===== src/rtl/tdm_mux_4_to_1.sv =====
// Four-channel round-robin TDM multiplexer with a one-word output register and S1/S0 channel tag.
// Define TDM_MUX_PARITY_EN to add the registered even-parity output out_parity.
module tdm_mux_4_to_1 #(
    parameter int WIDTH = 8
) (
    input  logic               clk,
    input  logic               rst,
    input  logic [3:0]         in_valid,
    input  logic [4*WIDTH-1:0] in_data,
    output logic [3:0]         in_ready,
    output logic               out_valid,
    input  logic               out_ready,
    output logic [WIDTH-1:0]   out_data,
    output logic               S1,
    output logic               S0
`ifdef TDM_MUX_PARITY_EN
    ,
    output logic               out_parity
`endif
);

    // Handshake: a word moves on any edge where valid && ready are both high;
    // the output register is free when empty or being drained this cycle.
    logic [1:0]       r_ptr;
    logic             r_out_valid;
    logic [WIDTH-1:0] r_out_data;
    logic [1:0]       r_sel;

    logic             w_free;
    logic             w_any;
    logic             w_take;
    logic [1:0]       w_gnt;
    logic [WIDTH-1:0] w_word;

    // Descending scan so the channel closest to r_ptr is written last and wins.
    always_comb begin
        w_gnt = 2'd0;
        w_any = 1'b0;
        for (int i = 3; i >= 0; i--) begin
            if (in_valid[r_ptr + 2'(i)]) begin
                w_gnt = r_ptr + 2'(i);
                w_any = 1'b1;
            end
        end
    end

    assign w_free   = !r_out_valid || out_ready;
    assign w_take   = w_free && w_any && !rst;
    assign in_ready = w_take ? (4'b0001 << w_gnt) : 4'b0000;
    assign w_word   = in_data[32'(w_gnt) * WIDTH +: WIDTH];

    always_ff @(posedge clk) begin
        if (rst) begin
            r_ptr       <= 2'd0;
            r_out_valid <= 1'b0;
            r_out_data  <= '0;
            r_sel       <= 2'd0;
        end else if (w_take) begin
            r_ptr       <= w_gnt + 2'd1;
            r_out_valid <= 1'b1;
            r_out_data  <= w_word;
            r_sel       <= w_gnt;
        end else if (r_out_valid && out_ready) begin
            r_out_valid <= 1'b0;
        end
    end

`ifdef TDM_MUX_PARITY_EN
    logic r_parity;

    always_ff @(posedge clk) begin
        if (rst) begin
            r_parity <= 1'b0;
        end else if (w_take) begin
            r_parity <= ^w_word;
        end
    end

    assign out_parity = r_parity;
`endif

    assign out_valid = r_out_valid;
    assign out_data  = r_out_data;
    assign S1        = r_sel[1];
    assign S0        = r_sel[0];

endmodule


===== config.mk =====
export PLATFORM = sky130hd
export DESIGN_NAME = tdm_mux_4_to_1
export DESIGN_NICKNAME = d
export VERILOG_FILES = /design/src/rtl/tdm_mux_4_to_1.sv
export SDC_FILE = /design/constraint.sdc
export NUM_CORES = 1
export LEC_CHECK = 0
export CORE_MARGIN = 5
export CORE_UTILIZATION = 35
export DETAILED_ROUTE_END_ITERATION = 8
export HOLD_SLACK_MARGIN = 0.06
export PLACE_DENSITY = 0.73
export SYNTH_ARGS = -nofsm -noshare
export SYNTH_HDL_FRONTEND = slang
export SYNTH_SLANG_ARGS = --single-unit

===== constraint.sdc =====
create_clock -name clk -period 4.4 [get_ports clk]
set_clock_uncertainty 0.05 [all_clocks]
set_input_delay 0.88 -clock clk [delete_from_list [all_inputs] [get_ports clk]]
set_output_delay 0.88 -clock clk [all_outputs]
set_load 0.005 [all_outputs]

==> qor.txt <==
Pre-CTS setup slack - 0.355 ns
Gp weighted congestion - 0.827
Io pins - 54
CP bufs+invs - 2
Post-CTS setup buffer count - 0
Post-synth top area cell - dfxtp_1
Die width - 62.2 microns
DPL Wire Length - 2560 microns
Hold crit path type - reg -> reg
First-pass GRT wire length - 5200 microns
Syn nets - 154
CP Class - in -> out
Most used cell, CP - clkdlybuf4s50_1
Die Span Y - 62.2 microns
Largest net degree at the start of global routing - 12
Synth Flop Type - dfxtp_1
Final setup vio count - 0
Crit-path slowest cell - nor3_1
Post-synth ARST share - 0%
Startpoint Class - input port
Routed vias/inst - 5.30
Final Max Slew Viols - 0
RSZ-0062 raised after global routing - false
Max cap viols - 0
LEAKAGE - 0.559 nW
Total track usage - 15.9%
Starting DRT DRC Count - 34
WL per Instance - 15.7 microns
Mean Syn Cell Area - 8.30 sq um
Setup WS post-layout - 0.347 ns
Die area - 0.00387 sq mm
Vias - 1071
Routed Antenna Nets - 0
Yosys reg bits - 13
# nets final - 211
Pwr Density - 290 mW/mm^2
Initial antenna violation count - 0
Area grow syn2layout - 62.0%
CTS tree - done
Seq/Total Area, Yosys - 27.3%
Placed Instance Area - 0.00152 sq mm
Worst path cell trace - clkdlybuf4s50_1 > nor4_2 > nor3_1 > and3_1 > clkdlybuf4s50_1
Reg clk slew, reported paths - 0.09 ns
# DRC - 0
Num Clock Sinks - 13
Maximum root-to-sink buffer count - 2
Starting Density - 35.5%
Synthesized area - 955 sq um
Slew margin rel. - 40.5%
Design Area, Final - 0.00155 sq mm
Tcrit/Tclk final - 92.1%
Worst path max stage delay - 0.73 ns
Library cells used by synthesis - 32
Fin Setup TNS - 0 ns
Rows - 19
Outcome - complete, no violations
CP Max Fanout - 11
Root Buffer - clkbuf_4
Clock latency on the worst-skew pair - 0.27 ns
Post-CTS resize count - 0
Number of H-tree levels - 1
Core Region - 0.00269 sq mm
DRT Pass-1 Iters - 4
Clock buffer count from CTS - 3
Number of global-route vias before repair - 1079
Crit path required time - 3.47 ns
Fmax - 247 MHz
Top-area cell type share of the netlist area - 27.3%
Slew @ Worst Pin - 0.886 ns
Top cells by area, synth - dfxtp_1, a221oi_1, nor2b_1
Post-Route WL - 3160 microns
Max VDD drop - 210 uV
EDFF count, synth - 0
Tmin final - 4.05 ns
Cells after synthesis - 115
Arr. time, crit path - 3.12 ns
Crit path max-delay family - buffers and inverters
Number of antenna diodes - 0
Final hold viol count - 0
Ys Warns - 0
IO Port Bufs - 53
Total grt overflow - 0
Layout cells sized above 1 - 9.36%
Hold-fix buffers at CTS - 0
Crit. End Element - primary output
[layout make-up]
type | instances | area, sq um
timing repair buffer | 58 | 568
fill | 276 | 1140
sequential | 13 | 260
clock buffer | 4 | 26.3
inverter | 1 | 3.75
tap | 31 | 38.8
multi-input combinational | 95 | 649
[state kept, by name, indices dropped and copies added, names as in the netlist]
| signal | count |
|---|---|
| r_ptr | 2 |
| out_valid | 1 |
| r_sel | 2 |
| out_data | 8 |
[stage by stage]
step                      total power, W  std cells  hold WS (ns)  util (%)
final                           0.000448        202         0.403      57.6
after global placement          0.000369        198         0.388      56.6
after CTS                       0.000453        202         0.407      57.6
after floorplan                 0.000270        115         0.396         -
after detailed placement        0.000374        198         0.394      56.6
after global routing            0.000479        202         0.434      57.6
[cell usage after synthesis (all sizes together), types with 2 or more instances]
cell,number
a221oi,16
dfxtp,13
nor2b,12
nand2,10
o21ai,10
and2,9
nor3b,8
nor2,7
buf,6
a21oi,4
nor3,4
a211oi,3
and3,2
nor4,2
[routing by layer]
layer  global-route usage, %  up-vias  share of wire, %
li1                        -      543                 -
met2                    25.5       45                47
met4                    2.44        0                 0
met1                    21.1      483                46
met5                       0        -                 0
met3                    5.23        0               7.0
[cell families (layout without fill, tap and decap cells)]
family | after synthesis | count (layout) | share of synthesized area (%)
buffers and inverters | 7 | 63 | 4.72
XOR/XNOR | 1 | 1 | 0.918
AND/OR/NAND/NOR | 57 | 57 | 37.0
multiplexers | 1 | 1 | 1.05
flip-flops | 13 | 13 | 27.3
AO/OA/AOI/OAI | 36 | 36 | 29.1
[layout by cell type, fill, tap and decap left out, types with 5 or more instances in the layout]
cell type,n
o21ai_1,9
nor2_1,5
a221oi_1,16
and2_1,9
dfxtp_1,13
clkdlybuf4s50_1,53
nor2b_1,11
nor3b_1,8
buf_4,5
nand2_1,10
[power breakdown]
group          leakage [nW]  internal, W  switching [W]   total, W
sequential            0.108     0.000140      0.0000157   0.000156
clock                0.0150    0.0000352      0.0000429  0.0000781
combinational         0.436     0.000122      0.0000927   0.000214
[tightest hold or removal path, stage by stage (launching register included)]
cell	delay (ns)
dfxtp_1	0.32
nand2_1	0.05
o21ai_1	0.05
[path summary, 6_finish.rpt]
kind,start,to,slack [ns],cells past startpoint
hold reg to reg,out_data[1],out_data[1],0.40,2
setup reg to reg,r_ptr[1],r_ptr[1],2.33,6
hold / removal,out_data[1],out_data[1],0.40,2
setup / recovery,in_valid[0],in_ready[2],0.35,5
Power figures use the tool's default switching activity.
